===== config.mk =====
export PLATFORM = sky130hd
export DESIGN_NAME = sync_ram_dp
export DESIGN_NICKNAME = d
export VERILOG_FILES = /design/src/rtl/sync_ram_pkg.sv /design/src/rtl/sync_ram_rd_pipe.sv /design/src/rtl/sync_ram_dp.sv
export SDC_FILE = /design/constraint.sdc
export NUM_CORES = 1
export LEC_CHECK = 0
export ABC_AREA = 1
export CAP_MARGIN = 40
export CORE_ASPECT_RATIO = 0.7
export CORE_MARGIN = 3
export CORE_UTILIZATION = 27
export CTS_BUF_LIST = sky130_fd_sc_hd__clkbuf_4 sky130_fd_sc_hd__clkbuf_8 sky130_fd_sc_hd__clkbuf_16
export CTS_CLUSTER_SIZE = 25
export DETAILED_ROUTE_END_ITERATION = 12
export MAX_ROUTING_LAYER = met4
export PLACE_DENSITY = 0.45
export SYNTH_ARGS = -nofsm -noshare
export SYNTH_HDL_FRONTEND = slang
export SYNTH_SLANG_ARGS = --single-unit
export TNS_END_PERCENT = 1

===== constraint.sdc =====
create_clock -name clk -period 2.2 [get_ports clk]
set_input_delay 0.33 -clock clk [delete_from_list [all_inputs] [get_ports clk]]
set_output_delay 0.33 -clock clk [all_outputs]
set_load 0.02 [all_outputs]

===== src/rtl/sync_ram_pkg.sv =====
// Shared constants and the byte-enable merge used by sync_ram_dp.
// The merge helper works on the widest supported word; callers size-cast in and out.
package sync_ram_pkg;

    localparam int RD_FIRST = 0;
    localparam int WR_FIRST = 1;

    localparam int                   ERR_CNT_W   = 8;
    localparam logic [ERR_CNT_W-1:0] ERR_CNT_MAX = 8'd255;

    localparam int MAX_BYTES = 8;
    localparam int MAX_W     = 8 * MAX_BYTES;

    function automatic logic [MAX_W-1:0] merge_bytes(
        input logic [MAX_W-1:0]     old_word,
        input logic [MAX_W-1:0]     new_word,
        input logic [MAX_BYTES-1:0] be
    );
        logic [MAX_W-1:0] result;
        for (int i = 0; i < MAX_BYTES; i++) begin
            result[8*i +: 8] = be[i] ? new_word[8*i +: 8] : old_word[8*i +: 8];
        end
        return result;
    endfunction

endpackage


===== src/rtl/sync_ram_rd_pipe.sv =====
// Read-side output pipeline for sync_ram_dp: one or two register stages of valid/data.
// Parity error side-band is carried only when SYNC_RAM_PARITY_EN is defined.
module sync_ram_rd_pipe #(
    parameter int RD_LAT = 1,
    parameter int W      = 8
) (
    input  logic         clk,
    input  logic         rst_n,
    input  logic         valid_i,
    input  logic [W-1:0] data_i,
`ifdef SYNC_RAM_PARITY_EN
    input  logic         par_err_i,
    output logic         par_err_o,
`endif
    output logic         valid_o,
    output logic [W-1:0] data_o
);

    logic         s1_valid_q;
    logic [W-1:0] s1_data_q;
    logic [W-1:0] s1_data_d;

    // Data is forced to zero on idle cycles so the output reads zero whenever valid is low.
    assign s1_data_d = valid_i ? data_i : '0;

    // NOTE: sequential state uses non-blocking assignments so all flops update together at the edge.
    always_ff @(posedge clk or negedge rst_n) begin
        if (!rst_n) begin
            s1_valid_q <= 1'b0;
            s1_data_q  <= '0;
        end else begin
            s1_valid_q <= valid_i;
            s1_data_q  <= s1_data_d;
        end
    end

`ifdef SYNC_RAM_PARITY_EN
    logic s1_par_q;

    always_ff @(posedge clk or negedge rst_n) begin
        if (!rst_n) begin
            s1_par_q <= 1'b0;
        end else begin
            s1_par_q <= valid_i && par_err_i;
        end
    end
`endif

    if (RD_LAT == 2) begin : g_lat2
        logic         s2_valid_q;
        logic [W-1:0] s2_data_q;

        always_ff @(posedge clk or negedge rst_n) begin
            if (!rst_n) begin
                s2_valid_q <= 1'b0;
                s2_data_q  <= '0;
            end else begin
                s2_valid_q <= s1_valid_q;
                s2_data_q  <= s1_data_q;
            end
        end

        assign valid_o = s2_valid_q;
        assign data_o  = s2_data_q;

`ifdef SYNC_RAM_PARITY_EN
        logic s2_par_q;

        always_ff @(posedge clk or negedge rst_n) begin
            if (!rst_n) begin
                s2_par_q <= 1'b0;
            end else begin
                s2_par_q <= s1_par_q;
            end
        end

        assign par_err_o = s2_par_q;
`endif
    end else begin : g_lat1
        assign valid_o = s1_valid_q;
        assign data_o  = s1_data_q;
`ifdef SYNC_RAM_PARITY_EN
        assign par_err_o = s1_par_q;
`endif
    end

    if (RD_LAT != 1 && RD_LAT != 2) begin : g_bad_lat
        $error("sync_ram_rd_pipe: RD_LAT must be 1 or 2, got %0d", RD_LAT);
    end

endmodule


===== src/rtl/sync_ram_dp.sv =====
// Synchronous one-write/one-read RAM with byte enables, collision policy and range-error tracking.
// Define SYNC_RAM_PARITY_EN to add per-byte even parity with par_err/par_inj ports.
module sync_ram_dp #(
    parameter int ADDR_W   = 4,
    parameter int DEPTH    = 16,
    parameter int BYTES    = 1,
    parameter int RD_LAT   = 1,
    parameter int WR_FIRST = 0
) (
    input  logic                                clk,
    input  logic                                rst_n,
    input  logic                                wr_en,
    input  logic [ADDR_W-1:0]                   wr_addr,
    input  logic [BYTES-1:0]                    wr_be,
    input  logic [8*BYTES-1:0]                  wr_data,
    input  logic                                rd_en,
    input  logic [ADDR_W-1:0]                   rd_addr,
    output logic                                rd_valid,
    output logic [8*BYTES-1:0]                  rd_data,
    output logic                                err_range,
    input  logic                                clr_err,
`ifdef SYNC_RAM_PARITY_EN
    input  logic                                par_inj,
    output logic                                par_err,
`endif
    output logic [sync_ram_pkg::ERR_CNT_W-1:0]  err_cnt
);

    import sync_ram_pkg::*;

    localparam int                WORD_W  = 8 * BYTES;
    localparam logic [ADDR_W:0]   DEPTH_L = (ADDR_W + 1)'(DEPTH);

    logic [WORD_W-1:0] mem_q [DEPTH];

    logic              wr_in_range;
    logic              rd_in_range;
    logic              wr_do;
    logic              collide;
    logic              bypass;
    logic [WORD_W-1:0] wr_merged;
    logic [WORD_W-1:0] rd_word;

    assign wr_in_range = {1'b0, wr_addr} < DEPTH_L;
    assign rd_in_range = {1'b0, rd_addr} < DEPTH_L;
    assign wr_do       = wr_en && wr_in_range && (wr_be != '0);
    assign collide     = wr_do && (wr_addr == rd_addr);
    assign bypass      = (WR_FIRST == sync_ram_pkg::WR_FIRST) && collide;

    // The same merged word feeds the array and, on a write-first collision, the read path.
    assign wr_merged = WORD_W'(merge_bytes(MAX_W'(mem_q[wr_addr]), MAX_W'(wr_data),
                                           MAX_BYTES'(wr_be)));

    // NOTE: the storage array has no reset; clearing it would cost a per-word reset mux and RAMs hold contents anyway.
    always_ff @(posedge clk) begin
        if (wr_do) begin
            mem_q[wr_addr] <= wr_merged;
        end
    end

    // NOTE: a default assignment first means every path drives rd_word, so no latch is inferred.
    always_comb begin
        rd_word = '0;
        if (rd_in_range) begin
            rd_word = bypass ? wr_merged : mem_q[rd_addr];
        end
    end

`ifdef SYNC_RAM_PARITY_EN
    logic [BYTES-1:0] par_mem_q [DEPTH];
    logic [BYTES-1:0] wr_par;
    logic [BYTES-1:0] wr_par_merged;
    logic [BYTES-1:0] rd_par;
    logic             rd_par_err;

    always_comb begin
        for (int i = 0; i < BYTES; i++) begin
            wr_par[i]        = (^wr_data[8*i +: 8]) ^ ((i == 0) && par_inj);
            wr_par_merged[i] = wr_be[i] ? wr_par[i] : par_mem_q[wr_addr][i];
        end
    end

    always_ff @(posedge clk) begin
        if (wr_do) begin
            par_mem_q[wr_addr] <= wr_par_merged;
        end
    end

    always_comb begin
        rd_par     = bypass ? wr_par_merged : par_mem_q[rd_addr];
        rd_par_err = 1'b0;
        for (int i = 0; i < BYTES; i++) begin
            rd_par_err = rd_par_err | ((^rd_word[8*i +: 8]) != rd_par[i]);
        end
        if (!rd_in_range) begin
            rd_par_err = 1'b0;
        end
    end
`endif

    sync_ram_rd_pipe #(
        .RD_LAT (RD_LAT),
        .W      (WORD_W)
    ) u_rd_pipe (
        .clk       (clk),
        .rst_n     (rst_n),
        .valid_i   (rd_en),
        .data_i    (rd_word),
`ifdef SYNC_RAM_PARITY_EN
        .par_err_i (rd_par_err),
        .par_err_o (par_err),
`endif
        .valid_o   (rd_valid),
        .data_o    (rd_data)
    );

    logic [1:0]             err_inc;
    logic [ERR_CNT_W:0]     err_sum;
    logic [ERR_CNT_W-1:0]   err_cnt_q;
    logic [ERR_CNT_W-1:0]   err_cnt_d;
    logic                   err_range_q;
    logic                   err_range_d;

    // Each out-of-range port counts once per cycle, so two offending ports add 2.
    assign err_inc = 2'(wr_en && !wr_in_range) + 2'(rd_en && !rd_in_range);
    assign err_sum = {1'b0, err_cnt_q} + (ERR_CNT_W + 1)'(err_inc);

    always_comb begin
        err_cnt_d   = err_cnt_q;
        err_range_d = err_range_q;
        if (clr_err) begin
            err_cnt_d   = '0;
            err_range_d = 1'b0;
        end else if (err_inc != 2'd0) begin
            err_range_d = 1'b1;
            err_cnt_d   = (err_sum > {1'b0, ERR_CNT_MAX}) ? ERR_CNT_MAX : err_sum[ERR_CNT_W-1:0];
        end
    end

    always_ff @(posedge clk or negedge rst_n) begin
        if (!rst_n) begin
            err_cnt_q   <= '0;
            err_range_q <= 1'b0;
        end else begin
            err_cnt_q   <= err_cnt_d;
            err_range_q <= err_range_d;
        end
    end

    assign err_cnt   = err_cnt_q;
    assign err_range = err_range_q;

    if (DEPTH < 1 || DEPTH > (1 << ADDR_W)) begin : g_bad_depth
        $error("sync_ram_dp: DEPTH %0d does not fit ADDR_W %0d", DEPTH, ADDR_W);
    end
    if (BYTES < 1 || BYTES > MAX_BYTES) begin : g_bad_bytes
        $error("sync_ram_dp: BYTES must be 1..%0d, got %0d", MAX_BYTES, BYTES);
    end
    if (WR_FIRST != RD_FIRST && WR_FIRST != sync_ram_pkg::WR_FIRST) begin : g_bad_policy
        $error("sync_ram_dp: WR_FIRST must be 0 or 1, got %0d", WR_FIRST);
    end

endmodule


Yosys cells after proc, flatten, opt, wreduce, memory -nomap -nowiden
Memories as Yosys holds them, arrays and structs flattened. Index checks and enable logic that the tools add are counted.

Register bits: 9. RAM bits: 128. Input port bits: 22. Output and inout bits: 18. Word-level logic and storage cells: 10. Memories: 1.

Memory list: mem_q (words 16, width 8, read ports 1, clocked after memory_dff 0, wr ports 1, RTL line sync_ram_dp.sv:34) `logic [WORD_W-1:0] mem_q [DEPTH];`.

Equal/unequal tests: 1. Muxes and demuxes: 4. Reductions and logical operators: 2.

Operators by type and width (number): 8-bit 2-to-1 mux (2); 1-bit 2-to-1 mux (2); 2-bit AND reduction (1); 1-bit logical AND (1); 1-bit inequality test (second input constant) (1).

Depth between registers and ports, before layout
Word-level depth: 4. Depth in mapped cells: 8. Gate-level depth less buffers: 7.

By module
Synthesis repeated with hierarchy kept, for this count alone.

Cells, all modules: 582. Area, all modules: 5979.5 sq um.

Modules (own cells, without submodules): sync_ram_dp (instances 1, cells each 556, area an instance 5689.2 sq um, seq. area each 3843.7 sq um); sync_ram_rd_pipe (instances 1, cells each 26, area an instance 290.3 sq um, seq. area each 225.2 sq um).

Worst setup path before layout
Ideal clock, no wire load.

Path kind: input port to flip-flop. Start point: input wr_be. End point: memory mem_q[4][0] (netlist name), enable pin. Library setup time: 0.370 ns. Data arrival time: 0.967 ns. Required time: 1.830 ns. Setup slack: 0.863 ns. Cell stages on the path: 4. Path buffers: 0. Cell sequence: nand2_1 inv_1 nand3b_1 nor2_1.

Cells in the longest elaborated chain, start to end: 4. Elaborated cells between the ends (all ways): 5. Those cells by class: 1 x eq/ne; 2 x mux; 2 x reduce/logical.

Ends and longest elaborated chain: start: declaration (RTL line sync_ram_dp.sv:14) `input logic [BYTES-1:0] wr_be,`; 1-bit logical AND (RTL line sync_ram_dp.sv:46) `assign wr_do = wr_en && wr_in_range && (wr_be != '0);`; 1-bit 2-to-1 mux (RTL line sync_ram_dp.sv:56) `if (wr_do) begin`; 1-bit 2-to-1 mux (implied by the code) (RTL line sync_ram_dp.sv:57) `mem_q[wr_addr] <= wr_merged;`; 2-bit AND reduction (no line) *; end: declaration (RTL line sync_ram_dp.sv:34).

Mark *: on every way between the ends. The rest lies on a longest branch, timed or not.

Worst setup path after layout
Start point: register u_rd_pipe.s1_data_q[1], in the netlist u_rd_pipe.data_o[1]. End point: output rd_data[1].

RTL lines: start: declaration (RTL line sync_ram_rd_pipe.sv:20) `logic [W-1:0] s1_data_q;`; start signal: assignment (RTL line sync_ram_rd_pipe.sv:33) `s1_data_q <= s1_data_d;`; end: declaration (RTL line sync_ram_dp.sv:19) `output logic [8*BYTES-1:0] rd_data,`.

No word-level cell between the ends.

==> reports/metrics.cfg <==
[route]
wl_per_cell_um = 15.0
ant_nets = 0
vias_per_cell = 4.22
wl_mm = 13.3
vias = 3756
drc_errors = 0
drtIter0Drc = 326
drtPass1Iterations = 5

[flow_run]
drv_cap = 0

[synthesis]
ys_warn_count = 0
syn_avg_cell_area_um2 = 10.6
syn_area_um2 = 5830
synth.distinct_cells = 14
synth_cells = 550
ys_ff_latch = 137
synth.yosys.seq_area_share_pct = 69.8

[setup_path]
crit_path_cell_trace = clkdlybuf4s50_1
path_class = flip-flop to output port
critPathRequiredTime_ns = 1.87
cpPeakStageDelay_ns = 0.61
critPathTopFamily = buffers and inverters
slowest_stage = clkdlybuf4s50_1
start_kind = flip-flop
worstPathMaxFanout = 1
worst-path-buf-inv = 1
worstPathArrival_ns = 1.33
worst_setup_path_end_kind = output port

[die]
rows = 44
ios = 40
start_util_pct = 27.8
die_x_um = 182
die_area_um2 = 23400
die_y_um = 129
coreArea_um2 = 21000

[sta]
setup_slack_ns = 0.536
slew-limit-headroom_pct = 57.3
fin_setup_tns_ns = 0
worst_slew_pin_slew_ns = 0.638
maxSlewViolCount = 0
skew_ns = 0.00669
hold_violations = 0
fin_crit_ns = 1.66
setup-violations-final = 0
fmax_mhz = 601
period_share_pct = 75.6
rsz0062_at_grt = false

[clock_tree]
cts_tree = done
clk_pin_slew_worst_paths_ns = 0.06
clock_sinks = 137
h-tree-depth = 4
cts_root_buf = clkbuf_16
cts.hold.buffers_added = 0
clock_latency_ns = 0.41
postCtsSetupRepairBufs = 0
clk_path_buf_depth = 2
cts_resized = 0
cts_inserted_buffers = 17

[placement]
dpl.hpwl_mm = 9.01
place_ws_ns = 0.271
io_buffers = 29
place.gp.congestion = 0.773
dpl_cell_area_um2 = 6530

[power]
power_density_nw_per_um2 = 887
ir_drop_uv = 484
p_leak_uw = 0.00297

[global_routing]
met3_usage_pct = 2.77
overflow = 0
busiest_layer = met1
grtUsageMet2_pct = 17.0
grt_pass1_wl_mm = 20.8
grt_usage_pct = 12.3
grt_pass1_vias = 3693
grt_use_met1_pct = 17.9
grt_start_max_net_pins = 44
antenna_found_initial = 2

[hold_path]
hp-class = input pin to async pin

[layout]
final_common_cell = nand2_1
finish.instance_area_um2 = 7160
final_cell_mix = 199 x nand2_1, 128 x edfxtp_1, 81 x nand3_1, 70 x inv_1, 28 x clkdlybuf4s50_1
fin_util_pct = 34.2
area_growth_pct = 23.0
nets = 624
drive_gt1_share_pct = 10.1

[outcome]
status = finished clean

[worst register-to-register path, stage by stage, from the launching register on]
cell,delay (ns)
edfxtp_1,0.33
inv_1,0.04
nand2_1,0.05
nand3_1,0.08
nand3_1,0.11
nand3_1,0.08
a21oi_1,0.37
[where the power goes]
part / leakage, uW / total (uW) / switching [uW] / internal, uW
combinational: 0.00139 / 398 / 259 / 139
sequential: 0.00127 / 2900 / 8.92 / 2890
clock: 0.000311 / 3060 / 1050 / 2010
[metal layers]
layer | up-vias | part of all wire (%)
li1 | 1875 | -
met1 | 1777 | 51
met2 | 91 | 41
met3 | 13 | 6.7
met4 | 0 | 1.1
met5 | - | 0
[area by class of cell]
cell class | count | area (um^2)
flip-flops and latches | 137 | 4070
diodes | 1 | 2.50
clock buffers | 18 | 433
inverters | 72 | 270
well taps | 276 | 345
multi-input cells | 316 | 1300
repair buffers | 58 | 541
fillers | 2109 | 13800
clock inverters | 13 | 203
[Yosys cell counts]
cell        n  area [um^2]
nand2_1   199          747
inv_2       2         7.51
buf_2      17         85.1
edfxtp_1  128         3840
nand3_1    81          405
inv_1      70          263
conb_1      1         3.75
nor2_1     18         67.6
buf_1       2         7.51
buf_6       5         56.3
buf_4       9         67.6
dfrtp_1     9          225
nand3b_1    1         7.51
a21oi_1     8         40.0
[worst paths after layout]
check / from / to / slack (ns) / cells after the start
worst max register to register: mem_q[15][1] / u_rd_pipe.data_o[1] / 0.99 / 6
worst max-delay path: u_rd_pipe.data_o[1] / rd_data[1] / 0.54 / 1
worst min register to register: mem_q[8][6] / u_rd_pipe.data_o[6] / 0.78 / 6
min in group clk: rd_en / u_rd_pipe.valid_o / 0.44 / 1
worst min-delay path: rst_n / u_rd_pipe.data_o[0] / 0.19 / 1
max in group asynchronous: rst_n / u_rd_pipe.data_o[1] / 1.75 / 1
[flip-flops by register name, indices dropped and copies added (netlist names)]
| name | cells |
|---|---|
| mem_q | 128 |
| u_rd_pipe.data_o | 8 |
| u_rd_pipe.valid_o | 1 |
[cell families after synthesis]
logic type,share of synthesized area (%)
other,0.0644
AOI/OAI and AO/OA,0.687
DFF,69.8
buffers and inverters,8.35
and+or+nand+nor,21.1
[through the flow]
stage | hold WS (ns) | power [uW] | cells
4_1_cts | 0.196 | 6410 | 890
3_3_place_gp | 0.627 | 3360 | 859
5_1_grt | 0.223 | 6580 | 891
6_report | 0.194 | 6360 | 891
2_1_floorplan | 0.0344 | 3180 | 558
3_5_place_dp | 0.628 | 3360 | 859
Note: power is estimated with default switching activity, not from simulation.
